<file path="config.mk">
export PLATFORM = sky130hd
export DESIGN_NAME = boot_loader_flat
export DESIGN_NICKNAME = d
export VERILOG_FILES = /design/src/rtl/boot_loader_if.sv /design/src/rtl/boot_loader.sv /design/src/flat_wrapper.sv
export SDC_FILE = /design/constraint.sdc
export NUM_CORES = 1
export LEC_CHECK = 0
export CAP_MARGIN = 30
export CELL_PAD_IN_SITES_DETAIL_PLACEMENT = 1
export CELL_PAD_IN_SITES_GLOBAL_PLACEMENT = 1
export CORE_UTILIZATION = 45
export CTS_CLUSTER_DIAMETER = 80
export DETAILED_ROUTE_END_ITERATION = 8
export PLACE_DENSITY = 0.79
export SLEW_MARGIN = 20
export SYNTH_ARGS = -nofsm -noshare
export SYNTH_HDL_FRONTEND = slang
export SYNTH_SLANG_ARGS = --single-unit
</file>
<file path="constraint.sdc">
create_clock -name clk -period 5.9 [get_ports clk]
set_clock_uncertainty 0.05 [all_clocks]
set_input_delay 0.885 -clock clk [delete_from_list [all_inputs] [get_ports clk]]
set_output_delay 0.885 -clock clk [all_outputs]
set_load 0.005 [all_outputs]
</file>
<file path="src/rtl/boot_loader_if.sv">
// Byte-stream input and word-write memory port of the boot loader.
// Latency: none (wires only).
// Backpressure: rx_ready from the loader gates the rx_valid/rx_data stream.
interface boot_loader_if;
  logic        rx_valid;
  logic [7:0]  rx_data;
  logic        rx_ready;
  logic        mem_we;
  logic [31:0] mem_a;
  logic [31:0] mem_wd;
  logic [3:0]  mem_be;

  // loader side: consumes the byte stream, drives the memory port
  modport slave (
    input  rx_valid, rx_data,
    output rx_ready, mem_we, mem_a, mem_wd, mem_be
  );

  // host side: produces the byte stream, observes the memory port
  modport master (
    output rx_valid, rx_data,
    input  rx_ready, mem_we, mem_a, mem_wd, mem_be
  );
endinterface

</file>
<file path="src/rtl/boot_loader.sv">
// Framed byte-stream boot loader: length, LE payload words, XOR checksum; holds core in reset until verified.
// Latency: one byte per cycle plus one write cycle per word; done/error one cycle after the checksum byte.
// Backpressure: rx_ready drops during each word write and in terminal states; sender holds the byte.
module boot_loader #(
  parameter logic [31:0] BASE_ADDR = 32'h0000_0000,
  parameter int          MAX_WORDS = 64
) (
  input  logic          clk,
  input  logic          reset,
  boot_loader_if.slave  bus,
  output logic          core_reset,
  output logic          done,
  output logic          error
);
  localparam int          IW   = $clog2(MAX_WORDS + 1);
  localparam logic [31:0] MAXW = 32'(MAX_WORDS);

  typedef enum logic [2:0] {
    S_LEN, S_DATA, S_WRITE, S_CSUM, S_DONE, S_ERR
  } state_t;

  state_t        state;
  logic [1:0]    bcnt;     // byte position within the length field or current word
  logic [IW-1:0] idx;      // words written so far
  logic [7:0]    csum;     // running XOR of payload bytes
  logic [31:0]   len;      // image length in words
  logic [23:0]   word_lo;  // first three bytes of the word being assembled

  logic        xfer;
  logic [31:0] len_full;
  logic [31:0] idx_next;

  assign xfer     = bus.rx_valid & bus.rx_ready;
  // the 4th length byte completes the field in the same cycle it is judged
  assign len_full = {bus.rx_data, len[23:0]};
  assign idx_next = 32'(idx) + 32'd1;

  // single registered FSM: every output is a flop updated alongside the state
  always_ff @(posedge clk or posedge reset) begin
    if (reset) begin
      state      <= S_LEN;
      bcnt       <= 2'd0;
      idx        <= '0;
      csum       <= 8'h00;
      len        <= 32'h0;
      word_lo    <= 24'h0;
      bus.rx_ready <= 1'b0;
      bus.mem_we <= 1'b0;
      bus.mem_a  <= BASE_ADDR;
      bus.mem_wd <= 32'h0;
      bus.mem_be <= 4'h0;
      core_reset <= 1'b1;
      done       <= 1'b0;
      error      <= 1'b0;
    end else begin
      case (state)
        S_LEN: begin
          bus.rx_ready <= 1'b1;
          if (xfer) begin
            bcnt <= bcnt + 2'd1;
            case (bcnt)
              2'd0: len[7:0]   <= bus.rx_data;
              2'd1: len[15:8]  <= bus.rx_data;
              2'd2: len[23:16] <= bus.rx_data;
              default: begin
                len <= len_full;
                // full 32-bit compare so huge lengths cannot alias to small ones
                if (len_full == 32'h0 || len_full > MAXW) begin
                  state        <= S_ERR;
                  error        <= 1'b1;
                  bus.rx_ready <= 1'b0;
                end else begin
                  state <= S_DATA;
                end
              end
            endcase
          end
        end

        S_DATA: begin
          bus.rx_ready <= 1'b1;
          if (xfer) begin
            csum <= csum ^ bus.rx_data;
            bcnt <= bcnt + 2'd1;
            case (bcnt)
              2'd0: word_lo[7:0]   <= bus.rx_data;
              2'd1: word_lo[15:8]  <= bus.rx_data;
              2'd2: word_lo[23:16] <= bus.rx_data;
              default: begin
                // word complete: present the write during the S_WRITE cycle
                state        <= S_WRITE;
                bus.rx_ready <= 1'b0;
                bus.mem_we   <= 1'b1;
                bus.mem_be   <= 4'hF;
                bus.mem_a    <= BASE_ADDR + (32'(idx) << 2);
                bus.mem_wd   <= {bus.rx_data, word_lo};
              end
            endcase
          end
        end

        S_WRITE: begin
          bus.mem_we   <= 1'b0;
          bus.mem_be   <= 4'h0;
          bus.rx_ready <= 1'b1;
          idx          <= idx_next[IW-1:0];
          if (idx_next == len) state <= S_CSUM;
          else                 state <= S_DATA;
        end

        S_CSUM: begin
          bus.rx_ready <= 1'b1;
          if (xfer) begin
            bus.rx_ready <= 1'b0;
            if (bus.rx_data == csum) begin
              state      <= S_DONE;
              done       <= 1'b1;
              core_reset <= 1'b0;
            end else begin
              state <= S_ERR;
              error <= 1'b1;
            end
          end
        end

        S_DONE: bus.rx_ready <= 1'b0;

        S_ERR: bus.rx_ready <= 1'b0;

        default: begin
          state        <= S_ERR;
          error        <= 1'b1;
          core_reset   <= 1'b1;
          bus.rx_ready <= 1'b0;
        end
      endcase
    end
  end
endmodule
</file>
<file path="src/flat_wrapper.sv">
// flat-port wrapper written by rule: the top's interface ports become plain ports
module boot_loader_flat 
#(
  parameter logic [31:0] BASE_ADDR = 32'h0000_0000,
  parameter int          MAX_WORDS = 64
)
  (clk, reset, core_reset, done, error, bus_rx_valid, bus_rx_data, bus_rx_ready, bus_mem_we, bus_mem_a, bus_mem_wd, bus_mem_be);
  boot_loader_if bus_i ();
  input  logic clk;
  input  logic reset;
  output logic core_reset;
  output logic done;
  output logic error;
  input wire logic [$bits(bus_i.rx_valid)-1:0] bus_rx_valid;
  input wire logic [$bits(bus_i.rx_data)-1:0] bus_rx_data;
  output wire logic [$bits(bus_i.rx_ready)-1:0] bus_rx_ready;
  output wire logic [$bits(bus_i.mem_we)-1:0] bus_mem_we;
  output wire logic [$bits(bus_i.mem_a)-1:0] bus_mem_a;
  output wire logic [$bits(bus_i.mem_wd)-1:0] bus_mem_wd;
  output wire logic [$bits(bus_i.mem_be)-1:0] bus_mem_be;
  assign bus_i.rx_valid = bus_rx_valid;
  assign bus_i.rx_data = bus_rx_data;
  assign bus_rx_ready = bus_i.rx_ready;
  assign bus_mem_we = bus_i.mem_we;
  assign bus_mem_a = bus_i.mem_a;
  assign bus_mem_wd = bus_i.mem_wd;
  assign bus_mem_be = bus_i.mem_be;
  boot_loader #(.BASE_ADDR(BASE_ADDR), .MAX_WORDS(MAX_WORDS)) u_core (.clk(clk), .reset(reset), .bus(bus_i), .core_reset(core_reset), .done(done), .error(error));
endmodule
</file>
# Word level (Yosys, flattened, before mapping)
# Cells that the tools add are included.
[op_classes] addsub=2 mul=0 n_div=0 magnitude_cmp=1 eq_ne=17 shift=0 mux=31 bitwise=6 n_reduce_logical=25
[ops] op="$reduce_and A3 Y1" n=11
[ops] op="$eq A32 B32 Y1" n=1
[ops] op="$gt A32 B7 Y1 const B" n=1
[ops] op="$logic_not A32 Y1" n=1
[ops] op="$mux W3" n=6
[ops] op="$mux W1" n=16
[ops] op="$pmux W3 S5" n=1
[ops] op="$reduce_and A6 Y1" n=2
[ops] op="$ne A2 B1 Y1 const B" n=5
[ops] op="$add A7 B1 Y8 const B" n=1
[ops] op="$eq A8 B8 Y1" n=1
[ops] op="$mux W4" n=2
[ops] op="$pmux W4 S2" n=1
[ops] op="$xor A8 B8 Y8" n=1
[ops] op="$eq A3 B2 Y1 const B" n=2
[ops] op="$eq A3 B3 Y1 const B" n=2
[ops] op="$ne A2 B2 Y1 const B" n=3
[ops] op="$reduce_or A5 Y1" n=1
[ops] op="$not A1 Y1" n=4
[ops] op="$pmux W1 S2" n=2
[ops] op="$pmux W1 S4" n=1
[ops] op="$reduce_and A2 Y1" n=2
[ops] op="$reduce_or A2 Y1" n=2
[ops] op="$reduce_or A4 Y1" n=1
[ops] op="12 further kinds" n=12
[totals] ff_bits=124 latchBits=0 ram_bits=0 rom_bits=0 out_inout_bits=73 mem_count=0

# Logic depth before layout (Yosys ltp)
[depth] depth_word=6 depth_mapped=6

# Worst setup path after synthesis
# OpenSTA, ideal clock, no wires.
[synth_timing] path_kind="input -> register" from="in bus_rx_valid" to="reg u_core.bus.mem_a[2]" t_arrival_ps=2022 slack_ps=3700 cell_stages=6 n_path_buf=2 cell_sequence="nand2_1 nor3b_2 nand2_1 buf_2 buf_2 mux2_1"
[synth_via] elab_chain_cells=2
[synth_lines] item="start, declared" line="flat_wrapper.sv:14" source="input wire logic [$bits(bus_i.rx_valid)-1:0] bus_rx_valid;"
[synth_lines] item="$and A1 B1 Y1" line="boot_loader.sv:33" source="assign xfer = bus.rx_valid & bus.rx_ready;"
[synth_lines] item="$reduce_and A3 Y1 (no source line)"
[synth_lines] item="end signal, assigned" line="boot_loader.sv:95" source="bus.mem_a <= BASE_ADDR + (32'(idx) << 2);"
[synth_lines] item="end, declared" line="boot_loader_if.sv:16" source="output rx_ready, mem_we, mem_a, mem_wd, mem_be"
# Every way passes these cells.
# A chain may end at the register's enable or synchronous reset.

# Final worst setup path
[layout_timing] from="in bus_rx_valid" to="reg u_core.word_lo[7]"
[layout_via] elab_chain_cells=2
[layout_lines] item="$and A1 B1 Y1" line="boot_loader.sv:33"
[layout_lines] item="$reduce_and A3 Y1 (no source line)"
[layout_lines] item="end signal, assigned" line="boot_loader.sv:86" source="2'd0: word_lo[7:0] <= bus.rx_data;"
[layout_lines] item="end, declared" line="boot_loader.sv:27" source="logic [23:0] word_lo;"
# Every way passes these cells.

==> results.md <==
- Status: completed
- Post-synth EDFFs: 0
- Routed wire length: approximately 11 mm
- Async S/R FF share, synth: 100%
- Hold Crit Depth: 1
- I/O Pins: 84
- Worst Path Max Fanout: 13
- Num rows: 39
- Mux cell area share after synthesis: 20.8%
- Die Y: around 110 um
- Final #Nets: between 400 and 500
- Root buffer cell: clkbuf_16
- Yosys top cell area share: around 57%
- Sequential area share after synthesis: 57.1%
- Hold Path Class: reg2reg
- Total gr overflow: 0
- Final setup viols: 0
- Post-route ant nets: 0
- CP endpoint kind: register
- Cells after Synth: roughly 400
- Ys flop type: dfrtp_1
- Clock sink total: 120
- Yosys warnings: 0
- Vias in the first global route: between 3000 and 4000
- Adder-cell share of the synthesized area: under 10%
- Most common cell after layout, fill and taps aside: dfrtp_1
- 1st-pass router iterations: 4
- Clock latency on the worst-skew pair: ~0.4 ns
- DRC: 0
- Post-synthesis compound-gate area fraction: under 10%
- IO Port Bufs: between 50 and 60
- Setup WS pre-CTS: 2.37 ns
- Crit-path most repeated cell: nand2_1
- Worst-Margin Slew: approximately 0.85 ns
- Critical path's largest stage delay: about 0.75 ns
- RSZ-0062 raised after global routing: no
- ANT cells: 0
- Leak: a little over 3 nW
- Post-CTS Hold Buffers: 0
- Core ar.: 11400 um^2
- HPWL after detailed placement: between 7 and 8 mm
- Slew HR: 42.9%
- CTS tree: done
- Layout cells sized above 1: about a quarter
- Fin. max-slew vios: 0
- Global-route wire length before repair: roughly 19 mm
- Synth Area in Simple Gates: between 6 and 7%
- Crit share post-route: between 50% and 60%
- Via-to-Cell Ratio: 5.23
- Setup TNS: 0 ns
- Placer congestion estimate: between 0.8 and 0.9
- Biggest area consumer among synthesized cells: dfrtp_1
- VDD IR max: between 0.0002 and 0.00025 V
- Crit path launch type: primary input
- Seq cells post-synth: 120
- Largest family of logic cells by synthesized area: multiplexers
- Setup Crit Path Kind: in2reg
- Layout area overhead: 22.5%
- Critical-path top delay cell: nor3b_2
- R2R depth: 4
- Starting DRC count in detailed routing: ~100
- Routed vias: 3199
- Worst EP arrival: between 3 and 4 ns
- Routed len/inst: 18.3 um
- Reg clk slew, reported paths: ~0.050 ns
- Initial antenna violation count: 0
- Xor/xnor cell area share of the yosys netlist: 5.83%
- All-Layer GR Usage: a little over a fifth
- Clk buf depth: 2
- Top post-synthesis cells by area: dfrtp_1 57%, mux2_2 18%, xnor2_1 4.5%
- Fin crit period: about 3.1 ns
- Die width: between 100 and 150 um
- Final WS setup: approximately 2.8 ns
- Pwr/cell area: 467 nW/um^2
- Synthesized area: between 5000 and 6000 um^2
- Largest net degree at the start of global routing: around 70
- Mean area per synthesized cell: 13.2 um^2
- Final Hold Fails: 0
- Starting density of the core: 46.0%
- Die area: between 10000 and 15000 um^2
- CP required: approximately 6 ns
- Setup Fix Bufs, Post-CTS: 0
- Fmax: about 0.33 GHz
- Maxcap violations: 0
- Post-cts resize count: 0
- Most frequent cells in the layout: 119 x dfrtp_1, 86 x mux2_2, 58 x clkdlybuf4s50_1
- CTS buffer count: 17
- H-tree levels: 4
- Unique masters post-synth: 38
- Cell chain of the critical path: clkdlybuf4s50_1 -> nand2_1 -> nor3b_2 -> nand2_1 -> mux2_2
cells in the mapped netlist (2+ instances only):
| cell | count |
|---|---|
| a21oi_1 | 5 |
| and3_1 | 2 |
| buf_2 | 5 |
| buf_4 | 29 |
| clkbuf_1 | 11 |
| dfrtp_1 | 119 |
| ha_1 | 5 |
| inv_1 | 4 |
| mux2_1 | 10 |
| mux2_2 | 86 |
| nand2_1 | 26 |
| nand3_1 | 9 |
| nand4_1 | 3 |
| nor2_1 | 10 |
| nor3_1 | 7 |
| nor4_1 | 8 |
| o21ai_0 | 6 |
| xnor2_1 | 27 |
| xor2_1 | 8 |
sequential cells by signal (all words and copies together) (netlist names):
signal / flops
u_core.csum: 8
u_core.done: 1
u_core.bus.mem_be: 1
u_core.idx: 7
u_core.len: 32
u_core.bcnt: 2
u_core.word_lo: 24
u_core.bus.mem_wd: 32
u_core.bus.mem_a: 7
u_core.error: 1
u_core.bus.rx_ready: 1
u_core.state: 3
u_core.core_reset: 1
critical path, delay by kind of cell:
family | cells | cell delay, ns
buffers and inverters | 1 | 0.57
and+or+nand+nor | 3 | 1.43
muxes | 1 | 0.40
area by class of cell:
cell class,instances,area (um^2)
repair buffers,60,596
clock buffers,23,478
fillers,1135,4980
well taps,143,179
multi-input cells,254,2040
inverters,4,17.5
flip-flops and latches,120,3000
clock inverters,8,120
routing by layer:
metal / share of wire [%] / vias up / global-route usage, %
met5: 0 / - / 0
met1: 44 / 1667 / 26.9
li1: - / 1444 / -
met3: 3.8 / 9 / 5.76
met2: 51 / 79 / 34.6
met4: 0.87 / 0 / 6.11
kinds of logic (layout without fill, tap and decap cells):
group,count (synthesis),after routing
mux,97,97
flops,120,120
simple gates,73,73
fa+ha+maj,5,5
xor+xnor,35,35
other cells,1,25
compound gates,19,19
buf+inv,49,95
report_power, final:
group | total, mW | internal, mW | switching, mW | leakage, nW
Combinational | 0.706 | 0.427 | 0.279 | 1.18
Clock | 1.04 | 0.693 | 0.349 | 0.289
Sequential | 1.26 | 1.08 | 0.184 | 1.61
per-stage QoR:
step           util (%)  hold slack, ns  std cells  power (mW)  instance area (um^2)
2_1_floorplan         -           0.410        423        1.67                  5350
3_3_place_gp       51.2           0.404        581        1.93                  5840
3_5_place_dp       51.2           0.435        581        1.98                  5840
4_1_cts            56.4           0.447        612        3.04                  6440
5_1_grt            56.4           0.450        612        3.17                  6440
6_report           56.4           0.444        612        3.01                  6440
worst paths after layout:
| check | from | slack (ns) | to |
|---|---|---|---|
| worst min register to register | u_core.bus.mem_a[3]$_DFFE_PP0P_ | 0.44 | u_core.bus.mem_a[3]$_DFFE_PP0P_ |
| worst max-delay path | bus_rx_valid | 2.85 | u_core.word_lo[7]$_DFFE_PP0P_ |
| min in group asynchronous | reset | 0.97 | u_core.word_lo[12]$_DFFE_PP0P_ |
| worst min-delay path | u_core.bus.mem_a[3]$_DFFE_PP0P_ | 0.44 | u_core.bus.mem_a[3]$_DFFE_PP0P_ |
| worst max register to register | u_core.state[2]$_DFFE_PP0P_ | 3.28 | u_core.word_lo[7]$_DFFE_PP0P_ |
| max in group asynchronous | reset | 3.62 | u_core.len[15]$_DFFE_PP0P_ |
No activity file was read; power rests on OpenSTA's default activity.
